<file path="config.mk">
export PLATFORM = sky130hd
export DESIGN_NAME = osd_overlay_mixer
export DESIGN_NICKNAME = d
export VERILOG_FILES = /design/src/rtl/osd_pkg.sv /design/src/rtl/pixel_delay_line.sv /design/src/rtl/osd_overlay_mixer.sv
export SDC_FILE = /design/constraint.sdc
export NUM_CORES = 1
export LEC_CHECK = 0
export ABC_AREA = 1
export CORE_MARGIN = 3
export CORE_UTILIZATION = 42
export CTS_CLUSTER_DIAMETER = 100
export DETAILED_ROUTE_END_ITERATION = 8
export RECOVER_POWER = 100
export SLEW_MARGIN = 10
export SYNTH_ARGS = -nofsm -noshare
export SYNTH_HDL_FRONTEND = slang
export SYNTH_SLANG_ARGS = --single-unit
</file>
<file path="constraint.sdc">
create_clock -name vclk -period 3.6 [get_ports vclk]
set_input_delay 0.36 -clock vclk [delete_from_list [all_inputs] [get_ports vclk]]
set_output_delay 0.36 -clock vclk [all_outputs]
set_load 0.02 [all_outputs]
</file>
<file path="src/rtl/osd_pkg.sv">
// Shared OSD definitions: position width, 2-bit OSD colour codes, colour-to-RGB
// constants and the packed video word carried through the delay line.
package osd_pkg;

    localparam int unsigned POS_W = 11;

    // OSD colour codes as produced by the OSD generator
    localparam logic [1:0] BG_BLACK  = 2'd0;
    localparam logic [1:0] BG_BLUE   = 2'd1;
    localparam logic [1:0] BG_YELLOW = 2'd2;
    localparam logic [1:0] BG_WHITE  = 2'd3;

    typedef struct packed {
        logic [7:0] r;
        logic [7:0] g;
        logic [7:0] b;
    } rgb_t;

    localparam rgb_t RGB_BLACK  = '{r: 8'h00, g: 8'h00, b: 8'h00};
    localparam rgb_t RGB_BLUE   = '{r: 8'h00, g: 8'h00, b: 8'hC0};
    localparam rgb_t RGB_YELLOW = '{r: 8'hFF, g: 8'hFF, b: 8'h00};
    localparam rgb_t RGB_WHITE  = '{r: 8'hFF, g: 8'hFF, b: 8'hFF};

    // One pixel slot: syncs, data enable and colour
    typedef struct packed {
        logic hsync;
        logic vsync;
        logic de;
        rgb_t rgb;
    } vid_t;

    localparam int unsigned VID_W = $bits(vid_t);

    function automatic rgb_t color_to_rgb(input logic [1:0] code);
        rgb_t c;
        c = RGB_BLACK;
        unique case (code)
            BG_BLACK:  c = RGB_BLACK;
            BG_BLUE:   c = RGB_BLUE;
            BG_YELLOW: c = RGB_YELLOW;
            BG_WHITE:  c = RGB_WHITE;
        endcase
        return c;
    endfunction

    // Only the dark background colours may be blended with video
    function automatic logic is_blendable(input logic [1:0] code);
        return (code == BG_BLACK) || (code == BG_BLUE);
    endfunction

endpackage

</file>
<file path="src/rtl/pixel_delay_line.sv">
// Fixed-length shift register delaying a video word by Depth clock cycles.
// Ports: vclk/rst_n clock and async active-low reset, data_i word in,
// data_o word out Depth cycles later (all stages clear to 0 on reset).
module pixel_delay_line #(
    parameter int unsigned Depth = 8,
    parameter int unsigned Width = 27
) (
    input  logic             vclk,
    input  logic             rst_n,
    input  logic [Width-1:0] data_i,
    output logic [Width-1:0] data_o
);

    logic [Width-1:0] stage_q [Depth];
    logic [Width-1:0] stage_d [Depth];

    always_comb begin
        stage_d[0] = data_i;
        for (int unsigned i = 1; i < Depth; i++) begin
            stage_d[i] = stage_q[i-1];
        end
    end

    always_ff @(posedge vclk or negedge rst_n) begin
        if (!rst_n) begin
            for (int unsigned i = 0; i < Depth; i++) begin
                stage_q[i] <= '0;
            end
        end else begin
            for (int unsigned i = 0; i < Depth; i++) begin
                stage_q[i] <= stage_d[i];
            end
        end
    end

    assign data_o = stage_q[Depth-1];

endmodule

</file>
<file path="src/rtl/osd_overlay_mixer.sv">
// OSD overlay mixer. Generates active-area xpos/ypos for an external OSD
// generator, delays the incoming video by OSD_LATENCY cycles so it lines up
// with the generator's osd_enable/osd_color answer, then mixes and registers.
// Ports:
//   vclk, rst_n                 pixel clock, async active-low reset
//   R_i/G_i/B_i, hsync_i,
//   vsync_i, de_i               input video
//   osd_blend_i                 quasi-static 50 % blend of black/blue OSD
//   xpos, ypos                  registered position to the OSD generator
//   osd_enable, osd_color       OSD generator result, OSD_LATENCY after sample
//   R_o/G_o/B_o, hsync_o,
//   vsync_o, de_o               mixed video, OSD_LATENCY+1 after input
module osd_overlay_mixer
    import osd_pkg::*;
#(
    parameter int unsigned OSD_LATENCY = 8,
    parameter logic        VSYNC_POL   = 1'b0
) (
    input  logic             vclk,
    input  logic             rst_n,
    input  logic [7:0]       R_i,
    input  logic [7:0]       G_i,
    input  logic [7:0]       B_i,
    input  logic             hsync_i,
    input  logic             vsync_i,
    input  logic             de_i,
    input  logic             osd_blend_i,
    output logic [POS_W-1:0] xpos,
    output logic [POS_W-1:0] ypos,
    input  logic             osd_enable,
    input  logic [1:0]       osd_color,
    output logic [7:0]       R_o,
    output logic [7:0]       G_o,
    output logic [7:0]       B_o,
    output logic             hsync_o,
    output logic             vsync_o,
    output logic             de_o
);

    localparam logic [POS_W-1:0] POS_MAX = '1;
    localparam logic [POS_W-1:0] POS_ONE = POS_W'(1);

    // ---------------------------------------------------------------
    // Position counters
    // ---------------------------------------------------------------
    logic             de_prev_q, vsync_prev_q;
    logic [POS_W-1:0] xpos_q, xpos_d;
    logic [POS_W-1:0] ypos_q, ypos_d;
    logic             de_fall, vsync_start;

    assign de_fall     = de_prev_q && !de_i;
    assign vsync_start = (vsync_i == VSYNC_POL) && (vsync_prev_q != VSYNC_POL);

    always_comb begin
        xpos_d = xpos_q;
        if (de_i) begin
            if (!de_prev_q) begin
                xpos_d = '0;
            end else if (xpos_q != POS_MAX) begin
                xpos_d = xpos_q + POS_ONE;
            end
        end

        // Frame start wins over a coincident end of line
        ypos_d = ypos_q;
        if (vsync_start) begin
            ypos_d = '0;
        end else if (de_fall && (ypos_q != POS_MAX)) begin
            ypos_d = ypos_q + POS_ONE;
        end
    end

    always_ff @(posedge vclk or negedge rst_n) begin
        if (!rst_n) begin
            de_prev_q    <= 1'b0;
            vsync_prev_q <= 1'b0;
            xpos_q       <= '0;
            ypos_q       <= '0;
        end else begin
            de_prev_q    <= de_i;
            vsync_prev_q <= vsync_i;
            xpos_q       <= xpos_d;
            ypos_q       <= ypos_d;
        end
    end

    assign xpos = xpos_q;
    assign ypos = ypos_q;

    // ---------------------------------------------------------------
    // Video delay to meet the OSD generator's answer
    // ---------------------------------------------------------------
    vid_t             vid_in, vid_dly;
    logic [VID_W-1:0] dly_bits;

    assign vid_in = '{hsync: hsync_i, vsync: vsync_i, de: de_i,
                      rgb: '{r: R_i, g: G_i, b: B_i}};

    pixel_delay_line #(
        .Depth (OSD_LATENCY),
        .Width (VID_W)
    ) u_delay (
        .vclk   (vclk),
        .rst_n  (rst_n),
        .data_i (vid_in),
        .data_o (dly_bits)
    );

    assign vid_dly = dly_bits;

    // ---------------------------------------------------------------
    // Mixer and output register
    // ---------------------------------------------------------------
    rgb_t osd_rgb, mix_rgb;
    vid_t out_q, out_d;

    always_comb begin
        osd_rgb = color_to_rgb(osd_color);
        mix_rgb = vid_dly.rgb;
        // OSD only ever replaces active video; blanking passes untouched
        if (osd_enable && vid_dly.de) begin
            if (osd_blend_i && is_blendable(osd_color)) begin
                mix_rgb.r = (vid_dly.rgb.r >> 1) + (osd_rgb.r >> 1);
                mix_rgb.g = (vid_dly.rgb.g >> 1) + (osd_rgb.g >> 1);
                mix_rgb.b = (vid_dly.rgb.b >> 1) + (osd_rgb.b >> 1);
            end else begin
                mix_rgb = osd_rgb;
            end
        end
        out_d     = vid_dly;
        out_d.rgb = mix_rgb;
    end

    always_ff @(posedge vclk or negedge rst_n) begin
        if (!rst_n) begin
            out_q <= '0;
        end else begin
            out_q <= out_d;
        end
    end

    assign R_o     = out_q.rgb.r;
    assign G_o     = out_q.rgb.g;
    assign B_o     = out_q.rgb.b;
    assign hsync_o = out_q.hsync;
    assign vsync_o = out_q.vsync;
    assign de_o    = out_q.de;

endmodule

</file>
* Yosys cells after proc, flatten, opt, wreduce, memory -nomap -nowiden *
Cells that the tools add are included.
W data, S select, Z words.

operators by class
  $add $sub $neg = 5
  mux-type cells = 7
  equal/unequal tests = 6
  reduce and logical (&&, ||, !) cells = 10
  bitwise operators = 1

operator list
  kind                     count
  $pmux W24 S4             1
  $mux W24                 2
  $mux W11                 4
  $add A7 B7 Y8            3
  $add A11 B1 Y11 const B  2
  $ne A11 B11 Y1 const B   2
  $logic_and A1 B1 Y1      5
  $eq A2 B2 Y1 const B     2
  $eq A2 B1 Y1 const B     1
  $logic_not A2 Y1         1
  $ne A2 B1 Y1 const B     1
  $reduce_and A2 Y1        1
  $reduce_bool A2 Y1       1
  $logic_not A1 Y1         1
  $logic_or A1 B1 Y1       1
  $not A1 Y1               1

storage, ports and cells
  flip-flop bits (word level) = 267
  output and inout port bits = 49
  input port bits = 33
  logic and storage cells = 47

* Longest topological paths before layout *
  word-level depth = 5
  gate-level depth with buffers = 13
  mapped depth without buffers = 13

* Hierarchy *
From an unflattened synthesis, not the netlist that was laid out.

second synthesis, totals
  cells, all modules = 629
  area, all modules = 8578.2 sq um

modules (own cells, without submodules)
  module             instances  sequential area each (sq um)  cells each  area an instance (sq um)
  pixel_delay_line   1          5405.2                        216         5405.2
  osd_overlay_mixer  1          1276.2                        413         3173.0

* Least setup slack after synthesis *
OpenSTA, ideal clock, no wires.

  path type = input-to-reg
  start = in osd_color[1]
  end = reg out_q, in the netlist R_o[4]
  data required time = 3.523 ns
  stages on the path = 11
  arrival = 2.016 ns
  path slack = 1.506 ns
  setup time = 0.077 ns
  buffers on the path = 1
  cells stage by stage = dlygate4sd1_1 -> ha_1 -> inv_1 -> fa_1 -> inv_1 -> nand2_1 -> a21oi_1 -> nor2_1 -> xnor2_1 -> nand2_1 -> a21oi_1

RTL lines
  item                    line                      source
  start: declaration      osd_overlay_mixer.sv:31   input logic [1:0] osd_color,
  end signal: assignment  osd_overlay_mixer.sv:138  out_q <= out_d;
  end: declaration        osd_overlay_mixer.sv:115  vid_t out_q, out_d;

==> flow_summary.html <==
<table>
<tr><th>Metric</th><th>Value</th></tr>
<tr><th colspan="2">Timing</th></tr>
<tr><td>Time the worst path needs with I/O delays and setup</td><td>2691 ps</td></tr>
<tr><td>Unrepaired setup endpoints after global routing</td><td>false</td></tr>
<tr><td>Highest Clock Rate</td><td>371.6 MHz</td></tr>
<tr><td>Total negative slack for setup checks</td><td>0 ps</td></tr>
<tr><td>Final cycle utilization of the critical path</td><td>74.74%</td></tr>
<tr><td>Actual transition at the worst max-transition pin</td><td>1571 ps</td></tr>
<tr><td>Max-slew headroom at the worst pin</td><td>-4.747%</td></tr>
<tr><td>Fin. max-slew vios</td><td>33</td></tr>
<tr><td>Count of final hold-check violations</td><td>0</td></tr>
<tr><td>Final setup violation count</td><td>0</td></tr>
<tr><td>Worst-case clock skew</td><td>20.53 ps</td></tr>
<tr><th colspan="2">Synth</th></tr>
<tr><td>List of most frequent post-synthesis cells</td><td>dfrtp_1, nand2_1, inv_1, nand3_1, nor2_1</td></tr>
<tr><td>Top post-synthesis cells by area</td><td>dfrtp_1, nand2_1, ha_1, nand3_1, inv_1</td></tr>
<tr><td>Portion of the post-synthesis area used by sequential elements</td><td>78.16%</td></tr>
<tr><td>Synthesized area per cell</td><td>13.68 um^2</td></tr>
<tr><td>Synthesized-area fraction occupied by adder cells</td><td>3.274%</td></tr>
<tr><td>Largest area contributor in the netlist</td><td>dfrtp_1</td></tr>
<tr><td>Ys async rst share</td><td>100.0%</td></tr>
<tr><td>Parity-gate share of the synthesized area counting xor and xnor cells</td><td>0.7226%</td></tr>
<tr><td>Top-count cell post-synth</td><td>dfrtp_1</td></tr>
<tr><td>Post-synthesis cell type count</td><td>36</td></tr>
<tr><td>Mux share of post-synthesis cell area</td><td>0%</td></tr>
<tr><td>Largest family of logic cells by synthesized area</td><td>simple AND/OR/NAND/NOR gates</td></tr>
<tr><td>Post-synth top area share</td><td>78.16%</td></tr>
<tr><td>Total number of yosys warnings</td><td>0</td></tr>
<tr><td>Area of the mapped netlist</td><td>0.008484 mm^2</td></tr>
<tr><td>Post-synthesis sequential element count</td><td>265</td></tr>
<tr><td>EDFF count, synth</td><td>0</td></tr>
<tr><td>Net count after synthesis</td><td>674</td></tr>
<tr><td>Synth Area in Compound Gates</td><td>4.793%</td></tr>
<tr><td>Cell count after synthesis</td><td>620</td></tr>
<tr><td>Area fraction in and, or, nand and nor cells after synthesis</td><td>10.12%</td></tr>
<tr><td>Flip-flop cell with the highest count after synthesis</td><td>dfrtp_1</td></tr>
<tr><th colspan="2">Power</th></tr>
<tr><td>Power density normalized to cell area</td><td>602.9 mW/mm^2</td></tr>
<tr><td>Peak ir drop on the vdd network</td><td>0.3418 mV</td></tr>
<tr><td>Power Total</td><td>0.006343 W</td></tr>
<tr><td>Standby leakage power</td><td>4.876 nW</td></tr>
<tr><th colspan="2">CTS</th></tr>
<tr><td>Buffer type at the clock tree root</td><td>clkbuf_16</td></tr>
<tr><td>CTS clk-pin slew, worst paths</td><td>60 ps</td></tr>
<tr><td>CTS Buffer Depth</td><td>3</td></tr>
<tr><td>Total number of H-tree levels</td><td>1</td></tr>
<tr><td>Number of buffers inserted during clock tree synthesis</td><td>28</td></tr>
<tr><td>TritonCTS sink count</td><td>265</td></tr>
<tr><td>Clock latency on the worst-skew pair</td><td>530 ps</td></tr>
<tr><td>CTS resizes</td><td>0</td></tr>
<tr><td>CTS tree</td><td>yes</td></tr>
<tr><th colspan="2">Route</th></tr>
<tr><td>Drt first pass iters</td><td>8</td></tr>
<tr><td>Top layer in use</td><td>met4</td></tr>
<tr><td>Iteration-0 DRC Markers</td><td>315</td></tr>
<tr><td>Residual antenna-violating net count after detailed routing</td><td>0</td></tr>
<tr><td>Routed len/inst</td><td>13.53 um</td></tr>
<tr><td>Vias per cell</td><td>4.762</td></tr>
<tr><td>Total Wirelength</td><td>13.71 mm</td></tr>
<tr><td>WL met2</td><td>6.528 mm</td></tr>
<tr><td># DRC</td><td>0</td></tr>
<tr><td>Wire length on met1</td><td>5.797 mm</td></tr>
<tr><td>Overall via count from detail_route</td><td>4824</td></tr>
<tr><td>Met3 routed WL</td><td>928 um</td></tr>
<tr><th colspan="2">Global route</th></tr>
<tr><td>Via count of the first global-routing pass</td><td>5088</td></tr>
<tr><td>First-pass GRT wire length</td><td>23.52 mm</td></tr>
<tr><td>Pin count of the biggest net entering global routing</td><td>125</td></tr>
<tr><td>Grt ovf</td><td>0</td></tr>
<tr><td>Antenna violations before repair</td><td>0</td></tr>
<tr><td>GRT Util Overall</td><td>12.87%</td></tr>
<tr><th colspan="2">Worst setup path</th></tr>
<tr><td>Series of cell instances along the critical path</td><td>dlygate4sd3_1, clkbuf_1, nand2_1, inv_1, nand2_2, nand2_1, inv_1, ha_1, inv_1, nand2_2, nand3_1, nand2_1, nand2_1, nand3_1, a21oi_1</td></tr>
<tr><td>Type of element capturing the critical path</td><td>flip-flop</td></tr>
<tr><td>Data arrival at the endpoint of the critical path</td><td>3140 ps</td></tr>
<tr><td>CP dominant cell by count</td><td>nand2_1</td></tr>
<tr><td>Data required time of the critical path</td><td>4050 ps</td></tr>
<tr><td>Path type of the worst setup path</td><td>input port to flip-flop</td></tr>
<tr><td>Crit path buffers/inverters</td><td>5</td></tr>
<tr><td>CP top delay family</td><td>buffers and inverters</td></tr>
<tr><td>Highest cell delay on the worst timing path</td><td>1030 ps</td></tr>
<tr><td>Levels on crit path</td><td>15</td></tr>
<tr><td>Crit path max-delay cell type</td><td>dlygate4sd3_1</td></tr>
<tr><td>Largest fanout on the critical path</td><td>16</td></tr>
<tr><td>Worst reg2reg path depth</td><td>8</td></tr>
<tr><td>Worst reg2reg setup slack</td><td>1650 ps</td></tr>
<tr><td>Startpoint type of the worst setup path</td><td>input port</td></tr>
<tr><th colspan="2">Die</th></tr>
<tr><td>Boundary Pins</td><td>82</td></tr>
<tr><td>Initial core utilization</td><td>43.17%</td></tr>
<tr><td>Chip Width</td><td>148.1 um</td></tr>
<tr><td>Cell row count</td><td>51</td></tr>
<tr><td>Vert. Die Dim</td><td>148.1 um</td></tr>
<tr><td>Area of the die</td><td>0.02194 mm^2</td></tr>
<tr><td>Core Region</td><td>0.01965 mm^2</td></tr>
<tr><th colspan="2">Placed design</th></tr>
<tr><td>Cell count after placement</td><td>965</td></tr>
<tr><td>Routability congestion estimate</td><td>0.9177</td></tr>
<tr><td>Final HPWL DP</td><td>8.532 mm</td></tr>
<tr><td>Port bufs</td><td>81</td></tr>
<tr><th colspan="2">Final layout</th></tr>
<tr><td>Filler cell count in the final layout</td><td>1626</td></tr>
<tr><td>Number of inserted diodes</td><td>0</td></tr>
<tr><td>Final Core Density</td><td>53.53%</td></tr>
<tr><td>Final std cells w/o fill</td><td>1013</td></tr>
<tr><td>Number of nets in the final layout</td><td>785</td></tr>
<tr><td>Area growth syn-to-layout</td><td>24.01%</td></tr>
<tr><td>Share of layout cells above drive strength 1</td><td>7.353%</td></tr>
<tr><th colspan="2">Min path</th></tr>
<tr><td>Hold path depth</td><td>0</td></tr>
<tr><td>Min-Delay Path Class</td><td>flip-flop to flip-flop</td></tr>
<tr><th colspan="2">Run status</th></tr>
<tr><td>Failing checks</td><td>capacitance limit, slew limit</td></tr>
<tr><td>Status</td><td>finished, violations left</td></tr>
<tr><th colspan="2">Run</th></tr>
<tr><td>Reported max-cap violation count</td><td>1</td></tr>
</table>
==> flip-flops by register name, indices dropped and copies added (netlist names) <==
register / flops
u_delay.stage_d: 189
u_delay.data_o: 27
xpos: 11
ypos: 11
B_o: 8
G_o: 8
R_o: 8
de_o: 1
hsync_o: 1
vsync_o: 1
==> metal layers <==
layer,vias to the layer above,global-route usage [%]
met5,-,0
met4,0,6.005
met3,46,2.956
met2,181,20.69
met1,2357,16.81
li1,2240,-
==> placed cells by master, fill, tap and decap left out, types with 2 or more instances in the layout <==
cell / n
ha_1: 19
nor3_1: 7
o21bai_1: 3
clkinv_2: 3
bufinv_16: 2
nand4_1: 12
fa_1: 2
a31oi_1: 2
clkbuf_1: 8
clkbuf_16: 28
o21ai_0: 18
nor2_1: 43
a21oi_1: 41
xor2_1: 5
nand3_1: 43
clkbuf_2: 2
nor2_2: 2
inv_1: 55
dlygate4sd3_1: 78
a22oi_1: 6
nand2_1: 75
clkdlybuf4s50_1: 3
dfrtp_1: 265
clkbuf_8: 6
xnor2_1: 2
nand2_2: 3
==> stage by stage <==
stage | instance area, um^2 | hold WS [ps] | setup WS [ps]
after floorplan | 8484 | 64.41 | 1506
after global placement | 9659 | 332.3 | 904.6
after detailed placement | 9659 | 334.7 | 732.1
after CTS | 10580 | 235.2 | 1287
after global routing | 10520 | 337.4 | 582.5
final | 10520 | 332.9 | 909.3
==> where the power goes <==
group	total (W)	switching [W]	internal, W	leakage [nW]
registers	0.00319	0.0000571	0.00314	3.13
clock network	0.00277	0.00107	0.00169	0.451
logic	0.000384	0.000245	0.000139	1.30
total	0.00634	0.00138	0.00497	4.88
==> repair_timing <==
item / in CTS / in global routing
buffers inserted: 0 / 0
endpoints found under the setup margin: 0 / 0
hold endpoints to repair: 76 / 0
hold buffers: 1 / 0
==> area by class of cell <==
class	count	area (um^2)	area share (%)
sequential	265	6631	63.03
timing repair buffer	87	847.1	8.051
clock buffer	39	802.0	7.623
multi-input combinational	292	1584	15.06
tap	265	331.6	3.151
inverter	57	214.0	2.034
clock inverter	8	111.4	1.058
==> final timing paths <==
| check | start | end |
|---|---|---|
| min in group asynchronous | rst_n | u_delay.data_o[0]$_DFF_PN0_ |
| hold / removal | u_delay.stage_d[75]$_DFF_PN0_ | u_delay.stage_d[48]$_DFF_PN0_ |
| setup / recovery | osd_color[1] | B_o[6]$_DFF_PN0_ |
| hold reg to reg | u_delay.stage_d[75]$_DFF_PN0_ | u_delay.stage_d[48]$_DFF_PN0_ |
| setup reg to reg | xpos[0]$_DFFE_PN0P_ | xpos[8]$_DFFE_PN0P_ |
| max in group asynchronous | rst_n | u_delay.data_o[13]$_DFF_PN0_ |
==> cells by family after synthesis <==
family                     Yosys count
buffers and inverters               63
DFF                                265
adders and majority gates           21
AOI/OAI and AO/OA                   73
and+or+nand+nor                    191
xor gates and xnor gates             7
Note: power is estimated with default switching activity, not from simulation.
